[config.mk]
export PLATFORM = sky130hd
export DESIGN_NAME = lx_memory_interface
export DESIGN_NICKNAME = d
export VERILOG_FILES = /design/src/rtl/lx_mem_pkg.sv /design/src/rtl/lx_memory_interface.sv
export SDC_FILE = /design/constraint.sdc
export NUM_CORES = 1
export LEC_CHECK = 0
export CORE_UTILIZATION = 53
export CTS_BUF_LIST = sky130_fd_sc_hd__clkbuf_2 sky130_fd_sc_hd__clkbuf_4 sky130_fd_sc_hd__clkbuf_8
export CTS_CLUSTER_SIZE = 10
export DETAILED_ROUTE_END_ITERATION = 8
export PLACE_DENSITY = 0.83
export SYNTH_ARGS = -nofsm -noshare
export SYNTH_HDL_FRONTEND = slang
export SYNTH_SLANG_ARGS = --single-unit
export TNS_END_PERCENT = 20
[constraint.sdc]
create_clock -name clock -period 3.7 [get_ports clock]
set_input_delay 1.11 -clock clock [delete_from_list [all_inputs] [get_ports clock]]
set_output_delay 1.11 -clock clock [all_outputs]
set_load 0.02 [all_outputs]
[src/rtl/lx_mem_pkg.sv]
// Message and state encodings shared by the Lx memory interface and its bench.
package lx_mem_pkg;

    localparam logic [3:0] NO_REQ     = 4'd0;
    localparam logic [3:0] R_REQ      = 4'd1;
    localparam logic [3:0] WB_REQ     = 4'd2;

    localparam logic [3:0] MEM_NO_MSG = 4'd0;
    localparam logic [3:0] MEM_READY  = 4'd1;
    localparam logic [3:0] MEM_C_WB   = 4'd2;

    typedef enum logic [1:0] {
        ST_IDLE  = 2'd0,
        ST_WRITE = 2'd1,
        ST_READ  = 2'd2,
        ST_RESP  = 2'd3
    } state_t;

endpackage

[src/rtl/lx_memory_interface.sv]
// Line-to-word bridge: splits cache line requests into word beats on main memory
// and reassembles read returns into a line, one line transaction at a time.
//
// Beat handshake: a beat (mem_read or mem_write with mem_address/mem_wdata) is
// transferred on a rising edge where it is presented and mem_ready is high; until
// then every beat output holds. Read data returns on mem_rvalid in issue order,
// with no back-pressure from this block.
module lx_memory_interface
    import lx_mem_pkg::*;
#(
    parameter  int CACHE_OFFSET_BITS = 2,
    parameter  int DATA_WIDTH        = 32,
    parameter  int ADDRESS_BITS      = 32,
    parameter  int MSG_BITS          = 4,
    localparam int CACHE_WORDS       = 1 << CACHE_OFFSET_BITS,
    localparam int CACHE_WIDTH       = DATA_WIDTH * CACHE_WORDS
) (
    input  logic                    clock,
    input  logic                    reset,
    input  logic [MSG_BITS-1:0]     cache2mem_msg,
    input  logic [ADDRESS_BITS-1:0] cache2mem_address,
    input  logic [CACHE_WIDTH-1:0]  cache2mem_data,
    output logic [MSG_BITS-1:0]     mem2cache_msg,
    output logic [ADDRESS_BITS-1:0] mem2cache_address,
    output logic [CACHE_WIDTH-1:0]  mem2cache_data,
    output logic                    mem_read,
    output logic                    mem_write,
    output logic [ADDRESS_BITS-1:0] mem_address,
    output logic [DATA_WIDTH-1:0]   mem_wdata,
    input  logic                    mem_ready,
    input  logic [DATA_WIDTH-1:0]   mem_rdata,
    input  logic                    mem_rvalid,
    output state_t                  o_dbg_state
);

    localparam int             CW      = CACHE_OFFSET_BITS + 1;
    localparam logic [CW-1:0]  LAST    = CW'(CACHE_WORDS - 1);
    localparam logic [CW-1:0]  WORDS_C = CW'(CACHE_WORDS);

    state_t                  r_state;
    state_t                  w_state_n;
    logic [CW-1:0]           r_issue_cnt,   w_issue_n;
    logic [CW-1:0]           r_recv_cnt,    w_recv_n;
    logic [ADDRESS_BITS-1:0] r_line_addr,   w_line_addr_n;
    logic [CACHE_WIDTH-1:0]  r_line,        w_line_n;
    logic [MSG_BITS-1:0]     r_resp_msg,    w_resp_msg_n;
    logic [ADDRESS_BITS-1:0] r_resp_addr,   w_resp_addr_n;
    logic [CACHE_WIDTH-1:0]  r_resp_data,   w_resp_data_n;
    logic                    r_mem_read,    w_mem_read_n;
    logic                    r_mem_write,   w_mem_write_n;
    logic [ADDRESS_BITS-1:0] r_mem_address, w_mem_address_n;
    logic [DATA_WIDTH-1:0]   r_mem_wdata,   w_mem_wdata_n;

    logic                    w_req_rd, w_req_wb, w_req_none;
    logic [ADDRESS_BITS-1:0] w_req_aligned;
    logic                    w_issue_fire, w_issue_last, w_recv_fire, w_recv_last;
    logic [CW-1:0]           w_issue_inc;

    assign w_req_rd      = (cache2mem_msg == MSG_BITS'(R_REQ));
    assign w_req_wb      = (cache2mem_msg == MSG_BITS'(WB_REQ));
    assign w_req_none    = (cache2mem_msg == MSG_BITS'(NO_REQ));
    assign w_req_aligned = cache2mem_address & ~ADDRESS_BITS'(CACHE_WORDS - 1);

    assign w_issue_fire  = (r_mem_read | r_mem_write) & mem_ready;
    assign w_issue_last  = (r_issue_cnt == LAST);
    assign w_issue_inc   = r_issue_cnt + 1'b1;
    assign w_recv_fire   = (r_state == ST_READ) & mem_rvalid & (r_recv_cnt < WORDS_C);
    assign w_recv_last   = (r_recv_cnt == LAST);

    always_ff @(posedge clock or negedge reset) begin
        if (!reset) begin
            r_state <= ST_IDLE;
        end else begin
            r_state <= w_state_n;
        end
    end

    always_comb begin
        w_state_n = r_state;
        case (r_state)
            ST_IDLE:  if (w_req_rd)                      w_state_n = ST_READ;
                      else if (w_req_wb)                 w_state_n = ST_WRITE;
            ST_WRITE: if (w_issue_fire && w_issue_last)  w_state_n = ST_RESP;
            ST_READ:  if (w_recv_fire && w_recv_last)    w_state_n = ST_RESP;
            ST_RESP:  if (w_req_none)                    w_state_n = ST_IDLE;
            default:                                     w_state_n = ST_IDLE;
        endcase
    end

    always_comb begin
        w_issue_n       = r_issue_cnt;
        w_recv_n        = r_recv_cnt;
        w_line_addr_n   = r_line_addr;
        w_line_n        = r_line;
        w_resp_msg_n    = r_resp_msg;
        w_resp_addr_n   = r_resp_addr;
        w_resp_data_n   = r_resp_data;
        w_mem_read_n    = r_mem_read;
        w_mem_write_n   = r_mem_write;
        w_mem_address_n = r_mem_address;
        w_mem_wdata_n   = r_mem_wdata;
        case (r_state)
            ST_IDLE: begin
                if (w_req_rd || w_req_wb) begin
                    w_line_addr_n   = w_req_aligned;
                    w_issue_n       = '0;
                    w_recv_n        = '0;
                    w_mem_address_n = w_req_aligned;
                    w_mem_read_n    = w_req_rd;
                    w_mem_write_n   = w_req_wb;
                    if (w_req_wb) begin
                        w_line_n      = cache2mem_data;
                        w_mem_wdata_n = cache2mem_data[DATA_WIDTH-1:0];
                    end
                end
            end
            ST_WRITE: begin
                if (w_issue_fire) begin
                    w_issue_n = w_issue_inc;
                    if (w_issue_last) begin
                        w_mem_write_n = 1'b0;
                        w_resp_msg_n  = MSG_BITS'(MEM_C_WB);
                        w_resp_addr_n = r_line_addr;
                        w_resp_data_n = '0;
                    end else begin
                        w_mem_address_n = r_line_addr + ADDRESS_BITS'(w_issue_inc);
                        w_mem_wdata_n   = r_line[int'(w_issue_inc)*DATA_WIDTH +: DATA_WIDTH];
                    end
                end
            end
            ST_READ: begin
                // Issue and receive advance independently; returns may overlap later issues.
                if (w_issue_fire) begin
                    w_issue_n = w_issue_inc;
                    if (w_issue_last) begin
                        w_mem_read_n = 1'b0;
                    end else begin
                        w_mem_address_n = r_line_addr + ADDRESS_BITS'(w_issue_inc);
                    end
                end
                if (w_recv_fire) begin
                    w_line_n[int'(r_recv_cnt)*DATA_WIDTH +: DATA_WIDTH] = mem_rdata;
                    w_recv_n = r_recv_cnt + 1'b1;
                    if (w_recv_last) begin
                        w_mem_read_n  = 1'b0;
                        w_resp_msg_n  = MSG_BITS'(MEM_READY);
                        w_resp_addr_n = r_line_addr;
                        w_resp_data_n = w_line_n;
                    end
                end
            end
            ST_RESP: begin
                if (w_req_none) begin
                    w_resp_msg_n    = MSG_BITS'(MEM_NO_MSG);
                    w_resp_addr_n   = '0;
                    w_resp_data_n   = '0;
                    w_mem_address_n = '0;
                    w_mem_wdata_n   = '0;
                end
            end
            default: ;
        endcase
    end

    always_ff @(posedge clock or negedge reset) begin
        if (!reset) begin
            r_issue_cnt   <= '0;
            r_recv_cnt    <= '0;
            r_line_addr   <= '0;
            r_line        <= '0;
            r_resp_msg    <= MSG_BITS'(MEM_NO_MSG);
            r_resp_addr   <= '0;
            r_resp_data   <= '0;
            r_mem_read    <= 1'b0;
            r_mem_write   <= 1'b0;
            r_mem_address <= '0;
            r_mem_wdata   <= '0;
        end else begin
            r_issue_cnt   <= w_issue_n;
            r_recv_cnt    <= w_recv_n;
            r_line_addr   <= w_line_addr_n;
            r_line        <= w_line_n;
            r_resp_msg    <= w_resp_msg_n;
            r_resp_addr   <= w_resp_addr_n;
            r_resp_data   <= w_resp_data_n;
            r_mem_read    <= w_mem_read_n;
            r_mem_write   <= w_mem_write_n;
            r_mem_address <= w_mem_address_n;
            r_mem_wdata   <= w_mem_wdata_n;
        end
    end

    assign mem2cache_msg     = r_resp_msg;
    assign mem2cache_address = r_resp_addr;
    assign mem2cache_data    = r_resp_data;
    assign mem_read          = r_mem_read;
    assign mem_write         = r_mem_write;
    assign mem_address       = r_mem_address;
    assign mem_wdata         = r_mem_wdata;
    assign o_dbg_state       = r_state;

endmodule
==> results of run 1 <==
flip-flops by register name, summed over array words and instances (netlist names):
| signal | cells |
|---|---|
| mem2cache_address | 30 |
| mem2cache_data | 128 |
| mem2cache_msg | 2 |
| mem_address | 32 |
| mem_read | 1 |
| mem_wdata | 32 |
| mem_write | 1 |
| o_dbg_state | 2 |
| r_issue_cnt | 3 |
| r_line | 128 |
| r_line_addr | 30 |
| r_recv_cnt | 3 |
per-stage QoR:
step / setup slack [ns] / util / instances
after global routing: 0.382 / 0.700 / 2812
final: 0.600 / 0.700 / 2816
after global placement: 0.116 / 0.662 / 2698
after detailed placement: 0.0511 / 0.662 / 2698
after floorplan: 1.03 / - / 1963
after CTS: 0.629 / 0.699 / 2811
power by group through the flow:
| stage | combinational (mW) | sequential (mW) | clock, mW |
|---|---|---|---|
| CTS | 1.23 | 4.48 | 4.06 |
| global placement | 1.21 | 4.55 | 0 |
| finish | 1.24 | 4.48 | 4.03 |
| detailed placement | 1.22 | 4.55 | 0 |
| floorplan | 0.451 | 4.64 | 0 |
| global route | 1.31 | 4.49 | 4.27 |
cells by family (layout without fill, tap and decap cells):
group	count (synthesis)	in the layout	share of synthesized area
compound gates	649	649	0.210
simple gates	464	464	0.102
flops	392	392	0.499
buf+inv	224	604	0.0489
mux	188	188	0.118
xor+xnor	27	27	0.0120
fa+ha+maj	15	15	0.00955
other cells	1	9	0.000191
layout by cell type (no fill, tap or decap), types with 4 or more instances in the layout:
cell type,instances
a211oi_1,6
a21o_1,7
a21oi_1,154
a221oi_1,14
a22oi_1,36
a31oi_1,16
and3_1,12
buf_12,11
buf_4,37
clkbuf_4,23
clkbuf_8,84
clkdlybuf4s50_1,424
clkinv_2,4
conb_1,4
dfrtp_1,391
diode_2,5
ha_1,13
inv_1,16
mux2_2,31
mux2i_1,125
mux4_2,32
nand2_1,233
nand3_1,19
nand4_1,10
nor2_1,119
nor2b_1,15
nor3_1,22
nor4_1,6
o21a_1,11
o21ai_0,68
o22a_1,10
o22ai_1,177
o31ai_1,135
xnor2_1,10
xor2_1,17
critical path: cells and delay by family, from the launching register on:
kind                       cells  cell delay, ns
adders and majority gates      2            0.56
AOI/OAI and AO/OA              2            0.30
and+or+nand+nor                3            0.65
DFF                            1            0.60
buffers and inverters          3            0.82
area by class of cell:
type	count	area, sq um	area share
sequential	392	9810	0.384
multi-input combinational	1347	8960	0.351
timing repair buffer	473	4760	0.186
clock buffer	107	1330	0.0520
tap	468	586	0.0229
inverter	18	70.1	0.00274
clock inverter	6	35.0	0.00137
antenna	5	12.5	0.000490
routing by layer:
layer | routed length, um | track usage | part of all wire | up-vias
li1 | - | - | - | 7905
met1 | 24500 | 0.434 | 0.35 | 8977
met2 | 32700 | 0.584 | 0.47 | 1226
met3 | 7940 | 0.107 | 0.11 | 259
met4 | 4640 | 0.243 | 0.067 | 4
met5 | 27 | 0 | 0.00039 | -
worst max-delay path by stage:
stage	from	end	cells past startpoint
floorplan	cache2mem_msg[0]	r_line[34]$_DFFE_PN0P_	7
global placement	cache2mem_msg[0]	r_line[102]$_DFFE_PN0P_	7
detailed placement	cache2mem_msg[0]	r_line[101]$_DFFE_PN0P_	7
CTS	r_recv_cnt[0]$_DFFE_PN0P_	r_line[82]$_DFFE_PN0P_	10
global route	r_recv_cnt[0]$_DFFE_PN0P_	r_line[82]$_DFFE_PN0P_	10
finish	r_recv_cnt[0]$_DFFE_PN0P_	r_line[82]$_DFFE_PN0P_	10
==> out/metrics.yaml, run 1 <==
run_status:
  status: "completed"
place:
  port_buffers: 425
  place_area_sq_um: 24200
  hpwl_um: 46100
  gp_congestion: 0.918
timing:
  finalSetupTns_ns: 0
  finalHoldViolations: 0
  worst_pin_slew_ns: 1.15
  whs_ns: 0.470
  clock_skew_ns: 0.0390
  slew_headroom: 0.233
  setup-violations-final: 0
  fmax_mhz: 323
  slew_violations: 0
  rsz0062_at_grt: "no"
  min_period_ns: 3.10
  fin_crit_sh: 0.838
floorplanning:
  die-height_um: 195
  die-area_sq_um: 37900
  rows: 70
  core_sq_um: 36500
  start_util: 0.538
  fp.dieW_um: 195
  io_pins: 432
layout:
  fillers: 2629
  nets: 2513
  final_area_sq_um: 25600
  syn2layout_area_growth_pct: 30.0
  drive_above_1_share: 0.106
critical_path:
  ff2ff_setup_slack_ns: 0.60
  rr_startpoint: "r_recv_cnt[0]$_DFFE_PN0P_"
  worst_ep_required_time_ns: 4.14
  cp-end-kind: "flip-flop"
  worst_ep_arrival_time_ns: 3.54
  crit_chain: "inv_1 -> ha_1 -> ha_1 -> nand3b_1 -> nor3_2 -> buf_4 -> nand2_1 -> buf_4 -> o22ai_1 -> a21oi_1"
  rr_worst_depth: 10
  crit_type: "flip-flop to flip-flop"
  crit_path_max_fanout: 22
  r2r_end: "r_line[82]$_DFFE_PN0P_"
  cp-start-kind: "flip-flop"
  slowest_delay_ns: 0.60
  slowest_stage: "dfrtp_1"
clocking:
  cts_made_buffers: 66
  root_buffer: "clkbuf_8"
  htreeDepth: 3
  cts_resized: 0
  ctsLongestPathBuffers: 3
  cts_hold_buf: 0
  cts_setup_buffers: 0
  clkLatencyLatePin_ns: 0.62
  cts_tree: "built"
  clock-sinks: 392
  clkTransAtPathRegs_ns: 0.07
power_and_ir_drop:
  sw_frac_of_total: 0.259
  ir_drop_uv: 340
  power_frac_seq: 0.460
  p_leak_nw: 10.4
  p_int_mw: 7.23
  finalPower_mw: 9.76
  pwr-share-clk: 0.413
  p_switching_mw: 2.53
  power_density_nw_per_um2: 382
  comb_power_share: 0.127
global_route:
  overflow: 0
  antenna_found_initial: 4
  grt_max_degree: 178
  grt_pass1_vias: 18400
  grt_pass1_wl_um: 107000
  grt.total_usage: 0.367
synth:
  netlist_area_sq_um: 19700
  synth_area_leaders: "dfrtp_1 50%, mux2i_1 6.4%, o22ai_1 5.6%, o31ai_1 5.2%, nand2_1 4.5%"
  synth.top_cells.by_count: "392 x dfrtp_1, 234 x nand2_1, 177 x o22ai_1, 154 x a21oi_1, 135 x o31ai_1"
  async_reset_ff_frac: 1.00
  synth_edf_count: 0
  synth_seq_area_share: 0.499
  avgSynthCellArea_sq_um: 10.0
  yosysTopAreaCellShare: 0.499
  synth.most_common_cell: "dfrtp_1"
  yosys.area.top_type: "dfrtp_1"
  synth.distinct_cells: 65
  synth_top_flop_cell: "dfrtp_1"
  ys_ff_latch: 392
  synthCells: 1960
  ys_warn_count: 0
detailed_routing:
  routed_wl_um: 69800
  drc: 0
  drtAntennaViolNets: 0
  vias_per_cell: 6.52
  wl_per_cell_um: 24.8
  first_pass_iters: 6
  drtIter0Drc: 1896
  routed-via-count: 18400
flow_run:
  cap_violations: 0
worst_hold_path:
  hp-class: "primary input to asynchronous set/reset pin"
Note: power is estimated with default switching activity, not from simulation.
==> run 2: changes to the inputs <==
==> constraint.sdc (replaced) <==
create_clock -name clock -period 3 [get_ports clock]
set_input_delay 0.9 -clock clock [delete_from_list [all_inputs] [get_ports clock]]
set_output_delay 0.9 -clock clock [all_outputs]
set_load 0.02 [all_outputs]
==> run 2 against run 1 <==
Compared with the run above: core utilization is 1.7 points higher; non-clock buffer count is 45 higher; combinational power is 26% higher; worst hold slack worse by 0.19 ns; via count is 0.53% higher; sequential power is 23% higher; total power is 25% higher; global-route usage is 0.19 points higher; die area stayed put; sequential share of layout area is 0.91 points lower; cell count is 1.6% higher; largest cell class unchanged; largest power group unchanged; highest routed layer unchanged.
==> out/metrics.yaml, run 2 (synthesis results as in run 1) <==
run_status:
  status: "completed"
clocking:
  cts_made_buffers: 67  # +1.5%
  root_buffer: "clkbuf_8"
  htreeDepth: 3  # unchanged
  cts_tree: "built"
  clock-sinks: 392  # unchanged
  clkTransAtPathRegs_ns: 0.06  # about the same
  ctsLongestPathBuffers: 3  # unchanged
  clkLatencyLatePin_ns: 0.62  # about the same
power_and_ir_drop:
  pwr-share-clk: 0.418  # +0.005
  ir_drop_uv: 412  # +21%
  sw_frac_of_total: 0.256  # -0.00275
  p_leak_nw: 10.8  # +3.3%
  power_frac_seq: 0.454  # -0.006
  p_int_mw: 9.07  # +25%
  p_switching_mw: 3.12  # +24%
  comb_power_share: 0.128  # about the same
  power_density_nw_per_um2: 466  # +22%
detailed_routing:
  met3_length_um: 8000  # +0.79%
  drtAntennaViolNets: 0  # unchanged
  routed_wl_um: 70000  # +0.40%
  wl_per_cell_um: 24.5  # -1.2%
  vias_per_cell: 6.46  # -1.1%
  highest_layer: "met5"
  drc: 0  # unchanged
  drtIter0Drc: 1907  # +0.58%
  wl_met1_um: 24600  # +0.68%
  routed-via-count: 18500  # +0.53%
  first_pass_iters: 6  # unchanged
  met2_length_um: 32600  # -0.14%
flow_run:
  cap_violations: 0  # unchanged
critical_path:
  rr_startpoint: "r_issue_cnt[0]$_DFFE_PN0P_"
  worst_ep_required_time_ns: 3.48  # -0.66 ns
  crit_type: "flip-flop to flip-flop"
  ff2ff_setup_slack_ns: 0.16  # -0.44 ns
  worst_ep_arrival_time_ns: 3.32  # -0.22 ns
  crit_path_max_fanout: 5  # -77%
  cp-end-kind: "flip-flop"
  cp-start-kind: "flip-flop"
  crit_start: "r_issue_cnt[0]$_DFFE_PN0P_"
layout:
  fillers: 2583  # -1.7%
  drive_above_1_share: 0.125  # +0.0187
  multi_input_area_sq_um: 8970  # about the same
  mostFrequentLayoutCell: "clkdlybuf4s50_1"
  seq_area_sq_um: 9810  # unchanged
  nets: 2559  # +1.8%
  fin_util: 0.717  # +0.0170
  syn2layout_area_growth_pct: 33.2
  finalNonFillerCells: 2861  # +1.6%
  final_cell_mix: "424 x clkdlybuf4s50_1, 391 x dfrtp_1, 233 x nand2_1"
place:
  hpwl_um: 48400  # +4.9%
  port_buffers: 425  # unchanged
  gp_congestion: 0.929  # +1.2%
  dpl.cell_count: 2743  # +1.7%
  dpl_worst_slack_ns: -0.147  # -0.198 ns
global_route:
  antenna_found_initial: 4  # unchanged
  grt_pass1_vias: 18200  # -1.1%
  overflow: 0  # unchanged
  grt_pass1_wl_um: 107000  # about the same
  grt_max_degree: 102  # -43%
  grt.total_usage: 0.369  # +0.00190
timing:
  clock_skew_ns: 0.0256  # -0.0134 ns
  worst_pin_slew_ns: 0.791  # -0.359 ns
  whs_ns: 0.280  # -0.190 ns
  min_period_ns: 2.84  # -0.264 ns
  setup-violations-final: 0  # unchanged
  rsz0062_at_grt: "no"
  fmax_mhz: 353  # +9.3%
  fin_crit_sh: 0.946  # +0.108
  slew_headroom: 0.473  # +0.239
  slew_violations: 0  # unchanged
  finalHoldViolations: 0  # unchanged
  setup_ws_ns: 0.163  # -0.436 ns
  finalSetupTns_ns: 0  # unchanged
worst_hold_path:
  hp-class: "primary input to asynchronous set/reset pin"
floorplanning:
  core_sq_um: 36500  # unchanged
  rows: 70  # unchanged
  start_util: 0.538  # unchanged
  die-area_sq_um: 37900  # unchanged
  die-height_um: 195  # unchanged
  fp.dieW_um: 195  # unchanged
  io_pins: 432  # unchanged
==> run 2: changes by cell type in the layout (fill, tap and decap cells not counted), sizes merged <==
cell and change:
buf +45, clkinv -3, clkbuf +7, diode -4
==> run 2: through the flow <==
stage,area [sq um],total power [mW]
final,26200,12.2
after global routing,26200,12.6
after detailed placement,24800,7.17
after global placement,24800,7.15
after floorplan,19700,6.28
after CTS,26200,12.2
==> run 2: timing repair <==
item                                    in CTS  in global routing
hold buffers                                 0                  0
gates resized for setup                      0                  1
buffers inserted                             0                  0
hold endpoints to repair                     0                  0
endpoints found under the setup margin       0                  1
==> run 2: metal layers <==
layer / global-route usage / vias to the layer above
li1: - / 7997
met1: 0.447 / 8992
met2: 0.586 / 1261
met3: 0.0967 / 212
met4: 0.238 / 6
met5: 0 / -
==> run 2: layout make-up <==
cell class,instances,area share
Antenna cell,1,0.0000956
Clock buffer,114,0.0532
Multi-Input combinational cell,1347,0.342
Sequential cell,392,0.375
Timing Repair Buffer,518,0.204
Inverter,18,0.00268
Tap cell,468,0.0224
Clock inverter,3,0.000765
==> run 2: power groups by stage <==
stage / Sequential, mW / Combinational [mW] / Clock (mW)
final: 5.53 / 1.56 / 5.10
after global routing: 5.55 / 1.65 / 5.40
after CTS: 5.53 / 1.56 / 5.16
after detailed placement: 5.62 / 1.55 / 0
after global placement: 5.62 / 1.54 / 0
after floorplan: 5.72 / 0.556 / 0
==> run 2: path summary, 6_finish.rpt <==
| check | endpoint | cells after the start |
|---|---|---|
| hold reg to reg | mem2cache_data[91]$_DFFE_PN0P_ | 2 |
| min in group clock | mem2cache_data[91]$_DFFE_PN0P_ | 2 |
| hold / removal | mem2cache_data[16]$_DFFE_PN0P_ | 1 |
| setup / recovery | mem_address[20]$_DFFE_PN0P_ | 11 |
| max in group asynchronous | mem_write$_DFFE_PN0P_ | 2 |
| setup reg to reg | mem_address[20]$_DFFE_PN0P_ | 11 |
==> run 2: critical path, cell delays in order, from the launching register on <==
cell and delay, ns:
dfrtp_2 0.40, ha_2 0.18, ha_1 0.28, inv_1 0.16, ha_1 0.21, ha_1 0.26
nand4_1 0.30, nor4_1 0.27, buf_4 0.20, a211oi_1 0.07, a31oi_1 0.26, a21oi_1 0.11
